### src/rtl/ctrl_bubble_pkg.sv
// Shared types and helpers for the ID->EX bubble-insertion stage.
package ctrl_bubble_pkg;

  // Stage control states: normal flow or inserting hazard bubbles.
  typedef enum logic [0:0] {
    RUN   = 1'b0,
    STALL = 1'b1
  } state_e;

  // Default ceiling on bubbles for a single hazard request.
  localparam int STALL_MAX_DEFAULT = 3;

  // Number of bits needed to encode values 0..v-1 (v >= 2 in practice).
  function automatic int clog2(input int v);
    int r;
    r = 0;
    for (int i = 0; i < 31; i++) begin
      if ((32'sd1 <<< i) < v) begin
        r = i + 1;
      end else begin
        r = r;
      end
    end
    return r;
  endfunction

endpackage

### src/rtl/ctrl_bubble_stage_counter.sv
// Remaining-bubble counter for ctrl_bubble_stage.
// Priority: clear > load > decrement > hold. done flags the final bubble (cnt == 1).
import ctrl_bubble_pkg::*;

module bubble_stall_counter #(
  parameter int CNT_W = 2
) (
  input  logic             clk,
  input  logic             rst,
  input  logic             clr,
  input  logic             load,
  input  logic [CNT_W-1:0] load_val,
  input  logic             dec,
  output logic [CNT_W-1:0] cnt,
  output logic             done
);

  // Track how many bubbles remain after the current one.
  always_ff @(posedge clk or posedge rst) begin
    if (rst) begin
      cnt <= {CNT_W{1'b0}};
    end else if (clr) begin
      cnt <= {CNT_W{1'b0}};
    end else if (load) begin
      cnt <= load_val;
    end else if (dec) begin
      cnt <= cnt - CNT_W'(1'b1);
    end else begin
      cnt <= cnt;
    end
  end

  assign done = (cnt == CNT_W'(1'b1));

endmodule

### src/rtl/ctrl_bubble_stage.sv
// ID->EX control register with hazard bubble insertion, flush and hold.
// Each cycle: flush > hold > hazard > pass.
// Optional build macro CTRL_BUBBLE_STATS_EN adds stats_clr / bubble_cnt
// (saturating 16-bit count of registered bubbles).
import ctrl_bubble_pkg::*;

module ctrl_bubble_stage #(
  parameter  int                CTRL_W      = 32,
  parameter  int                STALL_MAX   = STALL_MAX_DEFAULT,
  parameter  logic [CTRL_W-1:0] BUBBLE_MASK = {CTRL_W{1'b1}},
  localparam int                CNT_W       = clog2(STALL_MAX + 1)
) (
  input  logic              clk,
  input  logic              rst,
`ifdef CTRL_BUBBLE_STATS_EN
  input  logic              stats_clr,
  output logic [15:0]       bubble_cnt,
`endif
  input  logic [CTRL_W-1:0] ctrl_in,
  input  logic              valid_in,
  input  logic              hazard,
  input  logic [CNT_W-1:0]  stall_cycles,
  input  logic              flush,
  input  logic              hold,
  output logic [CTRL_W-1:0] ctrl_out,
  output logic              valid_out,
  output logic              stall_req
);

  localparam logic [CNT_W-1:0] STALL_MAX_C = CNT_W'(STALL_MAX);

  state_e           state_r;
  state_e           state_nxt_s;
  logic [CNT_W-1:0] cnt_s;
  logic             cnt_done_s;
  logic             cnt_clr_s;
  logic             cnt_load_s;
  logic             cnt_dec_s;
  logic [CNT_W-1:0] cnt_load_val_s;
  logic [CNT_W-1:0] eff_s;
  logic             bubble_s;
  logic             pass_s;
  logic             stall_req_s;

  // Requested bubble count clamped to the configured ceiling.
  assign eff_s = (stall_cycles > STALL_MAX_C) ? STALL_MAX_C : stall_cycles;

  bubble_stall_counter #(
    .CNT_W (CNT_W)
  ) u_cnt (
    .clk      (clk),
    .rst      (rst),
    .clr      (cnt_clr_s),
    .load     (cnt_load_s),
    .load_val (cnt_load_val_s),
    .dec      (cnt_dec_s),
    .cnt      (cnt_s),
    .done     (cnt_done_s)
  );

  // FSM state register.
  always_ff @(posedge clk or posedge rst) begin
    if (rst) begin
      state_r <= RUN;
    end else begin
      state_r <= state_nxt_s;
    end
  end

  // Next-state, counter control and stage action selection.
  always_comb begin
    state_nxt_s    = state_r;
    bubble_s       = 1'b0;
    pass_s         = 1'b0;
    stall_req_s    = 1'b0;
    cnt_clr_s      = 1'b0;
    cnt_load_s     = 1'b0;
    cnt_dec_s      = 1'b0;
    cnt_load_val_s = {CNT_W{1'b0}};
    if (flush) begin
      bubble_s    = 1'b1;
      cnt_clr_s   = 1'b1;
      state_nxt_s = RUN;
    end else if (hold) begin
      // Downstream frozen: keep everything, keep the front end held too.
      stall_req_s = 1'b1;
    end else begin
      case (state_r)
        STALL: begin
          bubble_s    = 1'b1;
          stall_req_s = 1'b1;
          if (cnt_done_s) begin
            cnt_clr_s   = 1'b1;
            state_nxt_s = RUN;
          end else begin
            cnt_dec_s = 1'b1;
          end
        end
        RUN: begin
          if (hazard && valid_in && (stall_cycles != {CNT_W{1'b0}})) begin
            bubble_s       = 1'b1;
            stall_req_s    = 1'b1;
            cnt_load_s     = 1'b1;
            cnt_load_val_s = eff_s - CNT_W'(1'b1);
            if (eff_s > CNT_W'(1'b1)) begin
              state_nxt_s = STALL;
            end else begin
              state_nxt_s = RUN;
            end
          end else begin
            pass_s = 1'b1;
          end
        end
        default: begin
          bubble_s    = 1'b1;
          cnt_clr_s   = 1'b1;
          state_nxt_s = RUN;
        end
      endcase
    end
  end

  // stall_req must read low for the whole time reset is applied.
  assign stall_req = stall_req_s & ~rst;

  // Pipeline register toward EX: bubble, pass, or keep.
  always_ff @(posedge clk or posedge rst) begin
    if (rst) begin
      ctrl_out  <= {CTRL_W{1'b0}};
      valid_out <= 1'b0;
    end else if (bubble_s) begin
      ctrl_out  <= ctrl_in & ~BUBBLE_MASK;
      valid_out <= 1'b0;
    end else if (pass_s) begin
      ctrl_out  <= ctrl_in;
      valid_out <= valid_in;
    end else begin
      ctrl_out  <= ctrl_out;
      valid_out <= valid_out;
    end
  end

`ifdef CTRL_BUBBLE_STATS_EN
  // Saturating bubble counter; a clear beats a same-cycle increment.
  always_ff @(posedge clk or posedge rst) begin
    if (rst) begin
      bubble_cnt <= 16'h0000;
    end else if (stats_clr) begin
      bubble_cnt <= 16'h0000;
    end else if (bubble_s && (bubble_cnt != 16'hFFFF)) begin
      bubble_cnt <= bubble_cnt + 16'h0001;
    end else begin
      bubble_cnt <= bubble_cnt;
    end
  end
`endif

endmodule

### config.mk
export PLATFORM = sky130hd
export DESIGN_NAME = ctrl_bubble_stage
export DESIGN_NICKNAME = d
export VERILOG_FILES = /design/src/rtl/ctrl_bubble_pkg.sv /design/src/rtl/ctrl_bubble_stage_counter.sv /design/src/rtl/ctrl_bubble_stage.sv
export SDC_FILE = /design/constraint.sdc
export NUM_CORES = 1
export LEC_CHECK = 0
export CORE_AREA = 2 2 65 67
export DETAILED_ROUTE_END_ITERATION = 10
export DIE_AREA = 0 0 67 69
export PLACE_DENSITY_LB_ADDON = 0.15
export SLEW_MARGIN = 5
export SYNTH_ARGS = -nofsm -noshare
export SYNTH_HDL_FRONTEND = slang
export SYNTH_SLANG_ARGS = --single-unit
### constraint.sdc
create_clock -name clk -period 1.6 [get_ports clk]
set_clock_uncertainty 0.1 [all_clocks]
set_input_delay 0.32 -clock clk [delete_from_list [all_inputs] [get_ports clk]]
set_output_delay 0.32 -clock clk [all_outputs]
set_load 0.05 [all_outputs]
# == Yosys cells after proc, flatten, opt, wreduce, memory -nomap -nowiden ==
# Index checks and enable logic that the tools add are counted.
# totals
wordCells,56
register_bits,36
out_inout_bits,34
# classes
n_eq_ne,2
order_cmp,2
muxes,38
reduce_logical,5
add_sub_neg,2
bitwise,3
# op_table
operator,n
32-bit 2-to-1 mux,2
1-bit 2-to-1 mux,26
2-bit 2-to-1 mux,8
1-bit one-hot mux with 2 select lines,2
2-bit nonzero test,2
2-bit by 1-bit subtractor with 2-bit output (second input constant),2
3-bit nonzero test,1
2-bit by 1-bit equality test with 1-bit output (second input constant),1
2-bit by 1-bit > comparator with 1-bit output (second input constant),1
2-bit > comparator (second input constant),1
1-bit logical AND,2
2-bit != test (second input constant),1
1-bit NOT,2
1-bit bitwise AND,1

# == Logic depth before layout (Yosys ltp) ==
# Gate-level depths: netlist of run 1.
# logic_depth
ltp_word,9
mapped_depth,7
depth_no_buf,5

# == By module ==
# A second synthesis of run 1 with hierarchy kept.
# unflattened
hier_cells,111
area_unflattened_um2,1554.0
# by_module_without_submodules
module,seq_area_each_um2,n_inst,cells_each,area_each_um2
ctrl_bubble_stage,850.8,1,99,1433.9
bubble_stall_counter,50.0,1,12,120.1

# == Least setup slack after synthesis of run 1 ==
# No wires, ideal clock.
# synth_path
kind,input-to-output
startpoint,input port stall_cycles[1]
endpoint,output port stall_req
t_required_ns,1.180
cell_stages,4
slack_ns,-0.688
t_arrival_ns,1.868
path_cell_list,inv_1 > ha_1 > nand3b_4 > a211oi_1
# synth_between
elab_chain_len,7
# synth_rtl
item,line_no,text
"start, declared",ctrl_bubble_stage.sv:22,"input logic [CNT_W-1:0] stall_cycles,"
2-bit nonzero test,ctrl_bubble_stage.sv:100,if (hazard && valid_in && (stall_cycles != {CNT_W{1'b0}})) begin
1-bit logical AND,ctrl_bubble_stage.sv:100,
1-bit 2-to-1 mux,ctrl_bubble_stage.sv:100,
1-bit one-hot mux with 2 select lines,ctrl_bubble_stage.sv:88,case (state_r)
1-bit 2-to-1 mux,ctrl_bubble_stage.sv:84,end else if (hold) begin
1-bit 2-to-1 mux,ctrl_bubble_stage.sv:80,if (flush) begin
1-bit bitwise AND,ctrl_bubble_stage.sv:124,assign stall_req = stall_req_s & ~rst;
"end, declared",ctrl_bubble_stage.sv:27,output logic stall_req
# No other way between the ends.

# == Final worst setup path of run 1 ==
# Same ends and word-level chain as after synthesis.

==> flow_results.org, run 1 <==
** Critical path
- Worst R2R Path Depth :: 3
- Number of logic stages on the critical path including buffering :: 6
- In this design, the largest share of critical-path delay is due to buffers and inverters.
- STA classifies the critical path startpoint as a primary input.
- Highest fanout seen on the critical path :: 2
- Category of the worst setup path capture point :: primary output
- Data on the critical path is required at its endpoint by 1180 ps.
- Crit path top cell by count :: buf_12
- The critical path contains buffers and inverters numbering 3 combined.
- On the worst path, the slowest cell contributes a delay of 280 ps.
- Critical path's slowest cell :: a211oi_4
- For the worst setup path, the data arrival time is 1170 ps.
- By startpoint and endpoint, the worst setup path is classified as primary input to primary output.
- The signal on the critical path passes through buf_12 > inv_12 > ha_4 > nand3b_4 > a211oi_4 > buf_12.
- For flop-to-flop paths, the worst setup slack is 130 ps.

** CTS
- The number of clock buffers added by TritonCTS is 5.
- Root Buffer Master :: clkbuf_8
- Sink count of the clock tree :: 36
- Clock insertion delay at the later pin of the skew report :: 290 ps
- The H-tree was split into 2 levels.
- Cts-stage hold buffer count :: 0
- Clock-pin slew was measured on the worst setup and hold paths at 70 ps.
- Max Root-Sink Buffers :: 2
- CTS tree :: done

** GRT
- The number of antenna violations at the first check in global routing was 0.
- Pin count of the biggest net entering global routing :: 22
- Global routing used 19.48% of the available tracks.
- Wire length of the first global-routing pass :: 6699 µm
- The via count of the first global-routing pass came to 1309.
- Total grt overflow :: 0

** Synthesis
- The synthesized netlist occupies a cell area of 1451 µm².
- Simple-gate portion of the synthesized area :: 6.466%
- Number of warnings issued by yosys :: 0
- Summing the areas of all xor and xnor instances in the mapped netlist gives 0% of the synthesized area.
- Of the total synthesized cell area, the portion taken by full adders, half adders and majority gates is 2.586%.
- The synthesized netlist contains 21 unique library cells.
- Sequential element share of the synthesized area :: 62.07%
- After synthesis, the largest family of logic cells by area is compound AO/OA/AOI/OAI gates.
- The synthesized design contains 36 register bits.
- In this run the mean area of a mapped cell was 14.23 µm².
- Mux cell area share after synthesis :: 0%
- Area fraction in compound gates after synthesis :: 23.10%
- Counting every instance in the synthesized netlist gives 102.
- When the netlist entered floorplanning its net count stood at 145.

** Status
- Run status :: completed

** Detailed routing
- The final layout contains routed wiring with a total length of 3927 µm.
- Via count :: 1200
- Detailed routing placed a total of 2031 µm of wire on met2.
- Routed len/inst :: 16.43 µm
- In the routed design, unresolved DRC markers number 0.
- Post-route met1 wirelength :: 1524 µm
- Vias per inst :: 5.021
- The detail route stage leaves a number of antenna-violating nets equal to 0.
- The routed design uses 282 µm of met3 wire.
- The highest metal layer carrying signal wires in the routed design is met4.
- Pre-Repair DR Iteration Count :: 4
- Number of violations reported at the end of detailed-routing iteration 0 :: 68

** Pwr
- Power Dens Cells :: 830.8 nW/µm²
- Worst supply voltage drop on vdd :: 0.4242 mV
- Leakage Power :: 1.277 nW
- The design draws 2.322 mW.

** Die
- The floorplan step set the die height to 69 µm.
- Initial standard-cell utilization of the core :: 37.08%
- The floorplan step defined a die boundary enclosing 4623 µm².
- In this run the horizontal extent of the chip is 67 µm.
- Core region area :: 3914 µm²
- Top-level port count :: 74
- Row generation in the floorplan step produced 23 rows.

** Timing
- Final cycle utilization of the critical path :: 99.53%
- Tightest slew margin relative to the limit :: 64.05%
- The final number of hold-violating endpoints is 0.
- Minimum period implied by the final worst setup slack :: 1593 ps
- Number of endpoints failing setup at the final stage :: 0
- Derived from the worst setup path, the maximum achievable clock frequency is 627.9 MHz.
- Actual slew at the worst max-slew pin :: 531.8 ps
- The total count of max-transition violations in the final report was 0.
- Setup repair after global routing missed its margin :: true

** Finish
- Top library cells by usage in the layout, fill and taps aside :: buf_12 (37), dfrtp_1 (36), a22o_1 (33), clkdlybuf4s50_1 (33), buf_4 (12)
- Fill cells :: 290
- Fraction of layout cells with a size suffix above 1 :: 35.98%
- Most frequent standard cell in the layout excluding fill and tap cells :: buf_12
- The final layout contains 231 nets.
- Fraction of the core area covered by cells at the end of the flow :: 71.42%
- Antenna diodes :: 0
- Area growth from synthesis to layout :: 92.59%

** Place
- Final GP Congestion :: 0.8864
- Port buffering added 73 buffers.
- Half-perimeter wire length of the detailed placement result :: 3002 µm

** Worst hold path
- The worst hold path passes through 4 cells.
- The min-delay analysis places its worst path in the category primary input to flip-flop.

** Run
- Max-cap viol count :: 0
==> sequential cells by signal, indices dropped and copies added (netlist names) <==
signal / flops
ctrl_out: 32
u_cnt.cnt: 2
state_r: 1
valid_out: 1
==> cells by family (layout without fill, tap and decap cells) <==
family | Yosys count | after routing
adder cells (fa/ha/maj) | 3 | 3
flip-flops | 36 | 36
buffers and inverters | 13 | 100
AND/OR/NAND/NOR | 11 | 11
AO/OA/AOI/OAI | 39 | 39
==> cells in the mapped netlist <==
cell type / n / area, µm²
a211oi_1: 1 / 7.510
a21oi_1: 2 / 10.01
a22o_1: 33 / 289.0
and3b_1: 1 / 8.760
buf_2: 4 / 20.02
buf_6: 4 / 45.04
dfrtp_1: 36 / 900.9
ha_1: 3 / 37.54
inv_1: 5 / 18.77
nand2_1: 1 / 3.750
nand2b_1: 2 / 12.51
nand2b_2: 1 / 8.760
nand3b_4: 1 / 20.02
nor2_1: 1 / 3.750
nor2b_1: 1 / 6.260
nor4b_1: 1 / 8.760
o211ai_1: 1 / 7.510
o221ai_1: 1 / 8.760
o31ai_2: 1 / 12.51
or4_4: 1 / 11.26
or4b_1: 1 / 10.01
==> final cells by class <==
type	count	area [µm²]	share of cell area [%]
flip-flops and latches	36	900.9	32.23
well taps	50	62.56	2.238
repair buffers	87	1209	43.24
clock buffers	6	82.58	2.954
multi-input cells	53	496.7	17.77
inverters	5	33.78	1.209
clock inverters	2	10.01	0.3581
==> report_power, final <==
| part | switching (mW) | internal [mW] | total (mW) |
|---|---|---|---|
| clock network | 0.327 | 0.343 | 0.670 |
| logic | 0.296 | 0.342 | 0.638 |
| registers | 0.0551 | 0.959 | 1.01 |
==> through the flow <==
stage	TNS (ps)	setup WS, ps	area [µm²]	hold WS, ps	cells
2_1_floorplan	-12.80	-12.80	1491	348.7	102
3_3_place_gp	-18830	-568.1	2678	454.0	229
3_5_place_dp	-19960	-593.8	2678	458.4	229
4_1_cts	-2.067	-2.067	2781	263.9	239
5_1_grt	-25.75	-25.75	2795	270.9	239
6_report	0	7.490	2795	265.9	239
==> repair_timing <==
item,in CTS,in global routing
resized for setup,17,4
setup endpoints to repair,37,1
setup buffers,2,0
pin swaps,1,2
endpoints found under the hold margin,0,0
gates cloned,0,0
==> path summary, 6_finish.rpt <==
kind                                         start                       end
max                                stall_cycles[1]                 stall_req
min                                stall_cycles[1]       state_r$_DFFE_PP0P_
max reg2reg                    state_r$_DFFE_PP0P_  u_cnt.cnt[1]$_DFFE_PP0P_
min reg2reg                ctrl_out[7]$_DFFE_PP0P_   ctrl_out[7]$_DFFE_PP0P_
max in group asynchronous                      rst   ctrl_out[5]$_DFFE_PP0P_
min in group asynchronous                      rst  ctrl_out[11]$_DFFE_PP0P_
==> metal layers <==
layer	track usage (%)	vias up
met5	0	-
met4	10.66	0
met3	4.731	7
met2	30.36	48
met1	24.39	589
li1	-	556
==> tightest hold or removal path, cell delays in order <==
cell,delay [ps]
buf_12,110
inv_12,40
buf_4,100
o31ai_2,50
Power figures use the tool's default switching activity.
==> run 2: changes to the inputs <==
Settings changed: CTS_CLUSTER_SIZE from default to 14.
==> results of run 2 <==
The final DEF is identical to that of run 1; final timing and power are the same.
==> run 3: changes to the inputs <==
Settings changed: CORE_AREA 2 2 65 67 to 2 2 47 92, DIE_AREA 0 0 67 69 to 0 0 49 94.
==> run 3 against run 2 <==
  * The run now ends with setup timing left
  * Sequential cell count unchanged
  * Utilization rose by 1.1 points
  * Cell count shrank 0.42%
  * Worst setup slack got worse by 28 ps
  * Register-to-register slack worse by 30 ps
  * Routed wire length grew 1.9%
  * Via count up 0.58%
  * Non-clock buffer count fell by 2
  * Die area shrank 0.37%
  * Critical path depth is the same
  * Combinational power about the same
  * Critical endpoint unchanged
  * Largest power group unchanged
  * Highest routed layer unchanged
==> flow_results.org, run 3 (same netlist as run 1, synthesis figures left out) <==
** Status
- Run status :: complete, but fails checks (was completed)
- Failing checks :: setup timing

** Detailed routing
- Residual DRC :: 0 (unchanged)
- Post-route antenna net violation count :: 0 (unchanged)
- The total vias in the final route came to 1207 (was 1200).
- The number of DRC violations after detailed-routing iteration 0 is 27 (was 68).
- The via-per-instance ratio was 5.071 (was 5.021).
- The iteration count of the initial detailed-routing pass was 4 (unchanged).
- The sum of routed wire length over all layers is 4003 µm (was 3927 µm).
- Routed len/inst :: 16.82 µm (was 16.43 µm)

** Finish
- Antenna diodes :: 0 (unchanged)
- The fill cell total of the finished layout came to 277 (was 290).
- The number of nets in the finished design is 229 (was 231).
- Largest register FFs :: 32 (unchanged)
- Most frequent standard cell in the layout excluding fill and tap cells :: buf_12 (unchanged)
- Largest registers in the final layout: ctrl_out x32, u_cnt.cnt x2 (unchanged).
- Register containing the most flip-flops in the final layout :: ctrl_out (unchanged)
- The post-synthesis to final-layout area growth was 94.14% (was 92.59%).
- Top library cells by usage in the layout, fill and taps aside :: buf_12 (37), dfrtp_1 (36), a22o_1 (33), clkdlybuf4s50_1 (33), buf_4 (10) (was buf_12 (37), dfrtp_1 (36), a22o_1 (33), clkdlybuf4s50_1 (33), buf_4 (12))
- Fraction of layout cells with a size suffix above 1 :: 35.29% (was 35.98%)

** Die
- The die outline height came to 94 µm (was 69 µm).
- Number of placement rows :: 32 (was 23)
- Core region area :: 3884 µm² (was 3914 µm²)
- Die Wd :: 49 µm (was 67 µm)
- Die Area :: 4606 µm² (was 4623 µm²)
- The initial standard-cell utilization of the core is 37.37% (was 37.08%).
- Top-level port count :: 74 (unchanged)

** Timing
- The setup TNS came to -20.52 ps (was 0 ps).
- The slew at the pin closest to its max-slew limit came to 509.1 ps (was 531.8 ps).
- Total count of max-transition violations in the final report :: 0 (unchanged)
- The tightest slew margin relative to the limit is 65.58% (was 64.05%).
- Minimum period implied by the final worst setup slack :: 1621 ps (was 1593 ps)
- Highest achievable clock rate :: 617.1 MHz (was 627.9 MHz)
- Setup repair after global routing missed its margin :: true (unchanged)
- The final worst slack is -20.52 ps (was 7.490 ps).
- Final cycle utilization of the critical path :: 101.3% (was 99.53%)
- Hold Worst Slack :: 288.9 ps (was 265.9 ps)
- The final number of hold-violating endpoints is 0 (unchanged).
- The count of final setup violators was 1 (was 0).

** Run
- Max-cap viol count :: 0 (unchanged)

** CTS
- The number of sinks on the clock net came to 36 (unchanged).
- Max Root-Sink Buffers :: 2 (unchanged)
- The buffer cell driving the clock tree root is clkbuf_8 (unchanged).
- The number of hold-repair buffers added at the cts stage is 0 (unchanged).
- The TritonCTS clock tree was done (unchanged).
- The clock buffer count from CTS came to 5 (unchanged).
- Clock-pin slew on the worst setup and hold paths :: 70 ps (about the same)
- H-Tree Depth :: 2 (unchanged)
- The clock latency on the worst-skew pair is 280 ps (was 290 ps).

** Critical path
- Path type of the worst setup path :: primary input to primary output (unchanged)
- Category of the worst setup path capture point :: primary output (unchanged)
- The required time of the worst setup path came to 1180 ps (about the same).
- The largest fanout of any net on the critical path is 2 (unchanged).
- The category of the worst setup path launch point is a primary input (unchanged).
- Crit path DAT :: 1200 ps (was 1170 ps)

** GRT
- Number of global-route vias before repair :: 1345 (was 1309)
- The pin count of the biggest net entering global routing is 24 (was 22).
- The first-pass GRT wire length was 6789 µm (was 6699 µm).
- The total congestion overflow after global routing was 0 (unchanged).
- The number of antenna violations at the first check in global routing came to 0 (unchanged).
- The total global-route track usage came to 19.40% (was 19.48%).

** Place
- The weighted congestion reported at the end of routability-driven placement was 0.7324 (was 0.8864).
- Buffers added on ports :: 73 (unchanged)
- The estimated wirelength of the detail-placed design is 3120 µm (was 3002 µm).

** Pwr
- Worst supply voltage drop on vdd :: 0.6089 mV (was 0.4242 mV)
- Power Dens Cells :: 890.8 nW/µm² (was 830.8 nW/µm²)
- The standby leakage power is 1.283 nW (was 1.277 nW).

** Worst hold path
- The worst hold path class was primary input to flip-flop (unchanged).
-- run 3: power breakdown --
part / internal, mW / switching, mW
clock: 0.550 / 0.307
combinational: 0.340 / 0.300
sequential: 0.959 / 0.0551
-- run 3: path summary, 6_finish.rpt --
check                                               from                        to  slack [ps]  cells past startpoint
worst max-delay path                     stall_cycles[1]                 stall_req         -20                      6
worst min-delay path                     stall_cycles[1]       state_r$_DFFE_PP0P_         290                      4
worst max register to register       state_r$_DFFE_PP0P_  u_cnt.cnt[1]$_DFFE_PP0P_         100                      3
worst min register to register  ctrl_out[14]$_DFFE_PP0P_  ctrl_out[14]$_DFFE_PP0P_         470                      1
max in group asynchronous                            rst   ctrl_out[6]$_DFFE_PP0P_         760                      3
min in group asynchronous                            rst  ctrl_out[18]$_DFFE_PP0P_         360                      3
-- run 3: routing by layer --
metal  part of all wire [%]  vias up  GRT usage (%)  wire (µm)
met5                      0        -              0          0
met2                     58       57          34.82       2336
met3                    4.9        6          3.503        198
met4                    1.8        0          8.571         73
met1                     35      597          22.06       1395
li1                       -      547              -          -
-- run 3: timing repair --
item                                    CTS  global route
endpoints found under the setup margin   37             1
gates resized for setup                  17             3
pin swaps                                 1             2
buffers inserted                          2             0
-- run 3: through the flow --
stage	setup WS, ps	power, mW	cell area [µm²]	cells	utilization, %
2_1_floorplan	-12.80	1.288	1491	102	-
3_3_place_gp	-586.8	1.657	2664	228	68.59
3_5_place_dp	-603.1	1.670	2664	228	68.59
4_1_cts	0.3026	2.533	2805	238	72.23
5_1_grt	-31.46	2.605	2818	238	72.55
6_report	-20.52	2.510	2818	238	72.55
-- run 3: cell type report --
type / instances / area, µm² / share of cell area (%)
timing repair buffer: 85 / 1196 / 42.45
sequential: 36 / 900.9 / 31.97
multi-input combinational: 53 / 496.7 / 17.63
clock buffer: 7 / 96.34 / 3.419
tap: 51 / 63.81 / 2.265
inverter: 5 / 33.78 / 1.199
clock inverter: 1 / 30.03 / 1.066
-- run 3: critical path, stage by stage --
cell	delay (ps)
buf_12	90
inv_12	30
ha_4	130
nand3b_4	170
a211oi_4	290
buf_12	170
